==> src/rtl/div_ctrl_pkg.sv <==
// -----------------------------------------------------------------------------
// div_ctrl_pkg: shared encodings and defaults for the divide sequencer. Rev 1.0
// -----------------------------------------------------------------------------
`default_nettype none

package div_ctrl_pkg;

    typedef enum logic [1:0] {
        ST_IDLE  = 2'd0,
        ST_BUSY  = 2'd1,
        ST_DONE  = 2'd2,
        ST_FLUSH = 2'd3
    } state_t;

    localparam logic DIV_START = 1'b1;
    localparam logic DIV_STOP  = 1'b0;

    localparam int DEF_TIMEOUT      = 32;
    localparam int DEF_FLUSH_CYCLES = 2;

    function automatic int max_int(input int a, input int b);
        return (a > b) ? a : b;
    endfunction

endpackage : div_ctrl_pkg

`default_nettype wire

==> src/rtl/div_ctrl.sv <==
// -----------------------------------------------------------------------------
// div_ctrl: EX-stage sequencer for the shared multi-cycle divide unit. Rev 1.0
// -----------------------------------------------------------------------------
`default_nettype none

module div_ctrl
    import div_ctrl_pkg::*;
#(
    parameter int TIMEOUT      = DEF_TIMEOUT,
    parameter int FLUSH_CYCLES = DEF_FLUSH_CYCLES
) (
    input  logic        clk,
    input  logic        rst,
    input  logic        req_i,
    input  logic        signed_i,
    input  logic [15:0] op1_i,
    input  logic [15:0] op2_i,
    input  logic        flush_i,
    input  logic [31:0] div_result_i,
    input  logic        div_ready_i,
    output logic        div_start_o,
    output logic        div_annul_o,
    output logic        div_signed_o,
    output logic [15:0] div_op1_o,
    output logic [15:0] div_op2_o,
    output logic        stall_o,
    output logic        result_valid_o,
    output logic [15:0] quot_o,
    output logic [15:0] rem_o,
    output logic        dbz_o,
    output logic        timeout_o
);

    localparam int CNT_W = $clog2(max_int(TIMEOUT, FLUSH_CYCLES) + 1);

    state_t             state;
    logic [CNT_W-1:0]   cnt;
    logic               dbz_flag;

    // One counter serves as the BUSY watchdog and the FLUSH hold-off timer.
    always_ff @(posedge clk or negedge rst) begin
        if (!rst) begin
            state        <= ST_IDLE;
            cnt          <= '0;
            div_start_o  <= DIV_STOP;
            div_annul_o  <= 1'b0;
            div_signed_o <= 1'b0;
            div_op1_o    <= '0;
            div_op2_o    <= '0;
            quot_o       <= '0;
            rem_o        <= '0;
            dbz_flag     <= 1'b0;
            timeout_o    <= 1'b0;
        end else begin
            div_annul_o <= 1'b0;
            timeout_o   <= 1'b0;
            case (state)
                ST_IDLE: begin
                    if (req_i && !flush_i) begin
                        div_signed_o <= signed_i;
                        div_op1_o    <= op1_i;
                        div_op2_o    <= op2_i;
                        div_start_o  <= DIV_START;
                        dbz_flag     <= (op2_i == 16'd0);
                        cnt          <= '0;
                        state        <= ST_BUSY;
                    end
                end
                ST_BUSY: begin
                    cnt <= cnt + 1'b1;
                    // Flush wins over a coincident ready: the result belongs to a killed instruction.
                    if (flush_i) begin
                        div_start_o <= DIV_STOP;
                        div_annul_o <= 1'b1;
                        cnt         <= '0;
                        state       <= ST_FLUSH;
                    end else if (div_ready_i) begin
                        quot_o      <= div_result_i[15:0];
                        rem_o       <= div_result_i[31:16];
                        div_start_o <= DIV_STOP;
                        state       <= ST_DONE;
                    end else if (cnt == CNT_W'(TIMEOUT - 1)) begin
                        timeout_o   <= 1'b1;
                        div_annul_o <= 1'b1;
                        div_start_o <= DIV_STOP;
                        cnt         <= '0;
                        state       <= ST_FLUSH;
                    end
                end
                ST_DONE: begin
                    state <= ST_IDLE;
                end
                ST_FLUSH: begin
                    if (cnt == CNT_W'(FLUSH_CYCLES - 1)) begin
                        cnt   <= '0;
                        state <= ST_IDLE;
                    end else begin
                        cnt <= cnt + 1'b1;
                    end
                end
                default: begin
                    div_start_o <= DIV_STOP;
                    state       <= ST_IDLE;
                end
            endcase
        end
    end

    assign result_valid_o = (state == ST_DONE) && !flush_i;
    assign dbz_o          = dbz_flag;
    assign stall_o        = ((state == ST_IDLE) && req_i && !flush_i)
                          || (state == ST_BUSY)
                          || ((state == ST_FLUSH) && req_i);

endmodule : div_ctrl

`default_nettype wire

==> config.mk <==
export PLATFORM = sky130hd
export DESIGN_NAME = div_ctrl
export DESIGN_NICKNAME = d
export VERILOG_FILES = /design/src/rtl/div_ctrl_pkg.sv /design/src/rtl/div_ctrl.sv
export SDC_FILE = /design/constraint.sdc
export NUM_CORES = 1
export LEC_CHECK = 0
export CAP_MARGIN = 20
export CORE_MARGIN = 4
export CORE_UTILIZATION = 37
export DETAILED_ROUTE_END_ITERATION = 10
export PLACE_DENSITY = 0.76
export SETUP_SLACK_MARGIN = 0.3
export SLEW_MARGIN = 20
export SYNTH_ARGS = -nofsm -noshare
export SYNTH_HDL_FRONTEND = slang
export SYNTH_SLANG_ARGS = --single-unit
export TNS_END_PERCENT = 1
==> constraint.sdc <==
create_clock -name clk -period 1.8 [get_ports clk]
set_input_delay 0.45 -clock clk [delete_from_list [all_inputs] [get_ports clk]]
set_output_delay 0.45 -clock clk [all_outputs]
set_load 0.005 [all_outputs]
# Word level (Yosys, flattened, before mapping)
# Cells that the tools add are included.
# Widths: inputs -> output; s select.
dict set report classes {
  n_addsub 1
  bitwise 1
  reduce_logical 17
  muxes 23
  n_eq_ne 8
}
# op count
set ops {}
lappend ops {{$mux 6} 5}
lappend ops {{$pmux 6 s3} 1}
lappend ops {{$logic_not 16->1} 1}
lappend ops {{$mux 1} 10}
lappend ops {{$mux 2} 5}
lappend ops {{$reduce_and 3->1} 3}
lappend ops {{$pmux 2 s4} 1}
lappend ops {{$add 6x1->6 const B} 1}
lappend ops {{$eq 6x1->1 const B} 1}
lappend ops {{$eq 6x5->1 const B} 1}
lappend ops {{$logic_and 1x1->1} 5}
lappend ops {{$eq 2x2->1 const B} 2}
lappend ops {{$ne 2x2->1 const B} 2}
lappend ops {{$ne 4x4->1 const B} 1}
lappend ops {{$reduce_and 2->1} 2}
lappend ops {{$reduce_bool 3->1} 1}
lappend ops {{$eq 2x1->1 const B} 1}
lappend ops {{$logic_not 2->1} 1}
lappend ops {{$logic_or 1x1->1} 2}
lappend ops {{$pmux 1 s2} 1}
lappend ops {{$reduce_bool 2->1} 1}
lappend ops {{$logic_not 1->1} 1}
lappend ops {{$not 1->1} 1}
dict set report totals {
  in_bits 70
  reg_bits 77
}

# Longest topological paths before layout
dict set report depth {
  ltp_word 5
  ltp_mapped 7
  mapped_depth_nobuf 6
}

# Least setup slack after synthesis
# No wires, ideal clock.
dict set report synth_timing {
  kind {register to register}
  from {reg cnt[1]}
  to {reg cnt[3]}
  setup_time_ps 118
  n_path_buf 0
  stages_incl_launch_ff 7
  arrival_time_ps 1637
  required_time_ps 1682
  setup_slack_ps 45
  path_cell_list {dfrtp_1 > inv_1 > ha_1 > or4b_4 > o31ai_4 > o31ai_1 > a21o_1}
}
dict set report synth_between {
  elab_chain_cells 5
  elab_cells_between_ends 8
}
# item line_no
set synth_lines {}
lappend synth_lines {{from (decl)} div_ctrl.sv:37} ;# logic [CNT_W-1:0] cnt;
lappend synth_lines {{from (signal assigned)} div_ctrl.sv:70} ;# cnt <= cnt + 1'b1;
lappend synth_lines {{from (signal assigned)} div_ctrl.sv:98} ;# cnt <= cnt + 1'b1;
lappend synth_lines {{$add 6x1->6 / $eq 6x5->1 (equally long branches)} {div_ctrl.sv:70, div_ctrl.sv:98, div_ctrl.sv:82}}
lappend synth_lines {{$mux 6} div_ctrl.sv:82} ;# end else if (cnt == CNT_W'(TIMEOUT - 1)) begin
lappend synth_lines {{$mux 6} div_ctrl.sv:77} ;# end else if (div_ready_i) begin
lappend synth_lines {{$mux 6} div_ctrl.sv:72} ;# if (flush_i) begin
lappend synth_lines {{$pmux 6 s3 (*)} div_ctrl.sv:57} ;# case (state)
# Every way passes the cells marked *; elsewhere a longest branch is shown, timed or not.
# A chain may end at the register's enable or synchronous reset.

# Final worst setup path
dict set report layout_timing {
  from {reg cnt[0]}
  to {reg cnt[3]}
}
# Same word-level chain as after synthesis.

==> impl_metrics.csv <==
group,metric,value,unit
run_status,status,"complete, but fails checks",
run_status,failed_checks,"negative setup slack",
pwr,p_leak,0.00252,uW
pwr,vdd_drop_max,874,uV
routing,wire_per_inst,15.2,microns
die,design.die.area,9930,sq um
routing,dr_total_vias,2598,
finish,ff_latch_area,1930,sq um
clock_network,clk_root_buffer_cell,"clkbuf_8",
setup_path,critPathMaxFanout,7,
finish,layout_commonest_cell,"nand2_1",
pwr,power_density,1470,nW/um^2
placement,portBuffers,140,
finish,mostFrequentLayoutCells,"nand2_1 (104), dfrtp_1 (77), clkdlybuf4s50_1 (66)",
timing,grt_setup_unrepaired,"true",
synthesis,syn-cell-area,3110,sq um
die,rows,33,
setup_path,r2r.worst_path.cells,6,
synthesis,ys_seq_elements,77,
clock_network,clk_pin_slew_worst_paths,90,ps
clock_network,post-cts-setup-buffers,0,
clock_network,ctsHoldBuffers,0,
placement,place_congestion,0.895,
routing,routed_wl,8330,microns
clock_network,cts_max_path_buffers,2,
synthesis,synth.distinct_cells,36,
run,drv_cap,0,
die,die_y,99.7,microns
die,die_x,99.7,microns
timing,tightest_slew,401,ps
timing,hold_ws,112,ps
setup_path,required,2070,ps
routing,drc,0,
die,start_util,38.0,%
synthesis,synthesis.nets,351,
placement,place_inst,533,
grt,grt_pass1_wl,13600,microns
finish,nFillCells,673,
finish,instances_no_fill,548,
timing,max_freq,0.549,GHz
timing,finalSetupViolCount,1,
finish,n_antenna_cell,0,
die,io_pins,141,
grt,antenna_found_initial,0,
finish,layout-drive-gt1-share,19.4,%
timing,skew,11.3,ps
timing,period_needed,1820,ps
grt,grt_usage,17.1,%
synthesis,synthCells,279,
timing,hold_viol_final,0,
setup_path,slowest_delay,390,ps
grt,grt_max_degree,78,
setup_path,worstSetupStartpointType,"register",
setup_path,critical-path-top-delay-family,"compound AO/OA/AOI/OAI gates",
setup_path,r2r_setup_slack,-20,ps
die,coreArea,8180,sq um
timing,maxSlewHeadroom,73.3,%
setup_path,path_buf_inv,1,
setup_path,r2r_end,"cnt[3]$_DFFE_PN0P_",
routing,dr.pass1.iters,4,
setup_path,critPathSlowestCell,"dfrtp_1",
grt,grt_pass1_vias,2765,
placement,dp_hpwl,5910,microns
timing,fin_ws,-23.1,ps
clock_network,cts_sinks,77,
finish,nets,511,
synthesis,yosysWarnings,0,
synthesis,seq_area_frac_synth,62.0,%
routing,dr.first_iter.drc_count,83,
setup_path,r2r-start,"cnt[0]$_DFFE_PN0P_",
clock_network,cts_buffers,9,
clock_network,clkLatencyLatePin,340,ps
routing,antenna_left,0,
clock_network,cts_tree,"yes",
hold_path,hold_class,"in2async",
synthesis,syn_avg_cell_area,11.1,sq um
finish,multi_input_area,1280,sq um
finish,area_delta_synth_final,64.2,%
timing,post-route-period-util,101,%
timing,slew_viol_final,0,
placement,dp_slack,-437,ps
grt,gr-total-overflow,0,
setup_path,path_cells,"buf_4 -> ha_1 -> and3_1 -> a32o_1 -> o31ai_1 -> a21o_1",
setup_path,worst_setup_path_end_kind,"register",
clock_network,htree_levels,3,
setup_path,critPathKind,"reg2reg",
routing,viasPerCell,4.74,
setup_path,cp.arrival,2090,ps
-- routing by layer --
| layer | vias to the layer above | routed length, microns | global-route usage [%] |
|---|---|---|---|
| met1 | 1262 | 3560 | 21.0 |
| met4 | 0 | 118 | 6.30 |
| met3 | 11 | 490 | 4.00 |
| met5 | - | 0 | 0 |
| li1 | 1241 | - | - |
| met2 | 84 | 4160 | 29.3 |
-- registers in the layout, indices dropped and copies added (netlist names) --
name,flops
div_op1_o,16
div_annul_o,1
quot_o,16
cnt,6
div_start_o,1
div_op2_o,16
dbz_o,1
state,2
rem_o,16
timeout_o,1
div_signed_o,1
-- repair_timing --
item / in CTS / in global routing
gates resized for setup: 122 / 10
pin swaps: 4 / 2
endpoints found under the setup margin: 146 / 86
cloned: 0 / 0
-- logic make-up after synthesis --
logic type	synth area share, %
buf+inv	2.37
fa+ha+maj	0.805
compound gates	4.67
simple gates	18.2
flops	62.0
mux	11.9
-- Yosys cell counts --
cell type / count / area [sq um]
nor3_1: 4 / 20.0
nand2_1: 105 / 394
o21ai_0: 3 / 15.0
nand4_1: 1 / 6.26
inv_1: 4 / 15.0
buf_2: 8 / 40.0
nor3b_1: 2 / 15.0
nor4b_1: 2 / 17.5
and2b_4: 1 / 10.0
inv_2: 1 / 3.75
mux2i_1: 1 / 10.0
o21bai_1: 1 / 7.51
nor2_1: 2 / 7.51
o22ai_1: 1 / 6.26
or2_1: 1 / 6.26
a32o_1: 1 / 10.0
nor4_1: 4 / 25.0
and3_1: 2 / 12.5
a21oi_1: 3 / 15.0
mux2_1: 32 / 360
or4b_4: 1 / 13.8
a21o_1: 2 / 15.0
nand2b_1: 2 / 12.5
o22a_1: 1 / 8.76
o32ai_1: 1 / 8.76
dfrtp_1: 77 / 1930
o31ai_4: 1 / 21.3
a221o_1: 1 / 10.0
a211oi_1: 1 / 7.51
ha_1: 2 / 25.0
nand3_1: 2 / 10.0
o31ai_1: 2 / 15.0
o21ai_1: 1 / 5.00
nor3_2: 1 / 10.0
or3_1: 1 / 6.26
clkbuf_1: 4 / 15.0
-- power breakdown --
part / leakage [uW] / internal (uW) / switching, uW
logic: 0.00147 / 1910 / 1230
clock network: 0.000105 / 774 / 625
registers: 0.000953 / 2520 / 443
total: 0.00252 / 5200 / 2300
-- cell type report --
type	instances	area share, %
Multi-Input combinational cell	185	25.1
Inverter	5	0.368
Sequential cell	77	37.8
Timing Repair Buffer	161	30.0
Clock inverter	6	1.69
Clock buffer	9	2.43
Tap cell	105	2.57
-- worst register-to-register path, cell delays in order, from the launching register on --
cell	delay (ps)
dfrtp_1	390
buf_4	150
ha_1	220
and3_1	220
a32o_1	310
o31ai_1	310
a21o_1	170
-- metrics by stage --
stage / instance area [sq um] / total power (uW) / util (%) / setup TNS [ps]
finish: 5100 / 7500 / 62.4 / -23.1
global route: 5100 / 8040 / 62.4 / -466
CTS: 5080 / 7590 / 62.1 / -0.642
detailed placement: 4800 / 6280 / 58.7 / -15640
global placement: 4800 / 6140 / 58.7 / -14300
floorplan: 3110 / 4010 / - / 0
-- worst max-delay path by stage --
stage,startpoint,endpoint,slack [ps],depth (start not counted)
5_1_grt,cnt[1]$_DFFE_PN0P_,cnt[3]$_DFFE_PN0P_,-100,7
2_1_floorplan,cnt[1]$_DFFE_PN0P_,cnt[3]$_DFFE_PN0P_,40,6
3_5_place_dp,flush_i,result_valid_o,-440,4
4_1_cts,cnt[1]$_DFFE_PN0P_,cnt[5]$_DFFE_PN0P_,-0.6,7
6_report,cnt[0]$_DFFE_PN0P_,cnt[3]$_DFFE_PN0P_,-20,6
3_3_place_gp,req_i,stall_o,-400,4
Power figures use the tool's default switching activity.
==> variant: new RTL, config.mk and constraints unchanged <==
Set the package constant `DEF_TIMEOUT` to 16 (it was 32).
--- a/src/rtl/div_ctrl_pkg.sv
+++ b/src/rtl/div_ctrl_pkg.sv
@@ -15,7 +15,7 @@
     localparam logic DIV_START = 1'b1;
     localparam logic DIV_STOP  = 1'b0;
 
-    localparam int DEF_TIMEOUT      = 32;
+    localparam int DEF_TIMEOUT      = 16;
     localparam int DEF_FLUSH_CYCLES = 2;
 
     function automatic int max_int(input int a, input int b);
Function: same outputs for any inputs over 4 cycles, from zero or initial values and one cycle with rst low; that may be too few to reach the edited logic, so the function may still have changed.
==> variant against the unedited design <==
  * The flow still finishes with violations (setup timing)
  * Synthesized area grew 4.5%
  * Global-route usage up 0.68 points
  * Non-clock buffer count rose by 8
  * Final cell count shrank 11%
  * Wire length grew 5.2%
  * Fmax fell by 2.1%
  * Critical path depth up 1
  * Setup slack got worse by 0.039 ns
  * Total power grew 2.5%
  * Cell area rose by 5.2%
  * Sequential cell count down 1
  * Count of clock-buffer cells in the layout rose by 1
  * Critical endpoint is now quot_o[10]
==> variant: results (changes against the unedited design) <==
required time of the critical path 2.02 ns (-0.05 ns); worst r2r dst quot_o[10]; Critical path origin state[1]; number of fill cells in the layout 654 (-2.8%); GP Congestion 0.788 (-12%); DR vias/cell 4.77 (+0.56%); Clock Skew 0.0137 ns (+0.00238 ns); vias in the first global route 2596 (-6.1%); post-synthesis compound-gate area fraction 2.50% (-2.2 points); TritonRoute pass-1 iters 2 (-2); DP Area 0.00488 mm^2 (+1.6%); Final Worst Setup Slack -0.0625 ns (-0.0394 ns); Post-synth top cells 76 x dfrtp_1, 33 x mux2_2, 29 x mux2_4; failing checks setup timing; Finished Layout Cells 486 (-11%); status complete, but fails checks; layout net count 450 (-12%); adder-cell share of the synthesized area 1.54% (+0.74 points); Post-Place Cells 460 (-14%); Max-slew headroom 73.0% (-0.22 points); proportion of synthesized area in mux cells 26.9% (+15 points); LEAKAGE 0.00248 uW (-1.9%); Net Count, Synth 277 (-21%); IR drop worst, VDD 0.000691 V (-21%); main area contributors after synthesis dfrtp_1 59%, mux2_4 13%, mux2_2 11%, buf_12 1.8%, ha_1 1.5%; Worst R2R Path Depth 7 (+1); crit-path max FO 8 (+1); final setup fails 22 (+21); Seq/Total Area, Yosys 58.6% (-3.4 points); xor and xnor area share after synthesis 0.539% (+0.54 points); first-pass GRT wire length 14000 um (+3.3%); total track usage 17.8% (+0.68 points); Setup TNS Final -0.928 ns (-0.905 ns); pre-CTS WS -0.502 ns (-0.0651 ns); largest net degree at the start of global routing 77 (-1.3%); number of setup buffers added after CTS 7 (+7); routed wire length 8760 um (+5.2%); Top delay family on crit path simple AND/OR/NAND/NOR gates; share of cells above drive strength 1 33.9% (+14 points); dpl hpwl 6020 um (+1.9%); Cell variety after synth 32 (-11%); WHS 0.0988 ns (-0.0130 ns); DR iter-0 viols 44 (-47%); post-cts resize count 127 (+4.1%)
-- variant: metal layers --
layer	vias up	share of wire (%)	global-route usage [%]
li1	1073	-	-
met1	1160	40	21.5
met2	72	52	30.9
met3	12	5.5	3.10
met4	0	2.1	7.87
met5	-	0	0
-- variant: report_power, final --
part	switching (uW)	leakage, uW	internal [uW]	total (uW)
Clock	654	0.0000933	550	1200
Sequential	471	0.000919	2510	2980
Combinational	1130	0.00146	2380	3500
-- variant: worst reg2reg max path: stages, from the launching register on --
cell and delay (ns):
dfrtp_1 0.40, buf_6 0.13, or3b_4 0.40, nor2_8 0.15, buf_12 0.13, buf_12 0.09
buf_16 0.13, mux2_4 0.31
-- variant: layout make-up --
cell class | count | area, um^2 | area share, %
clock buffers | 10 | 138 | 2.56
clock inverters | 6 | 47.5 | 0.885
inverters | 7 | 26.3 | 0.489
multi-input cells | 113 | 1390 | 25.9
flip-flops and latches | 76 | 1900 | 35.4
well taps | 105 | 131 | 2.45
repair buffers | 169 | 1730 | 32.2
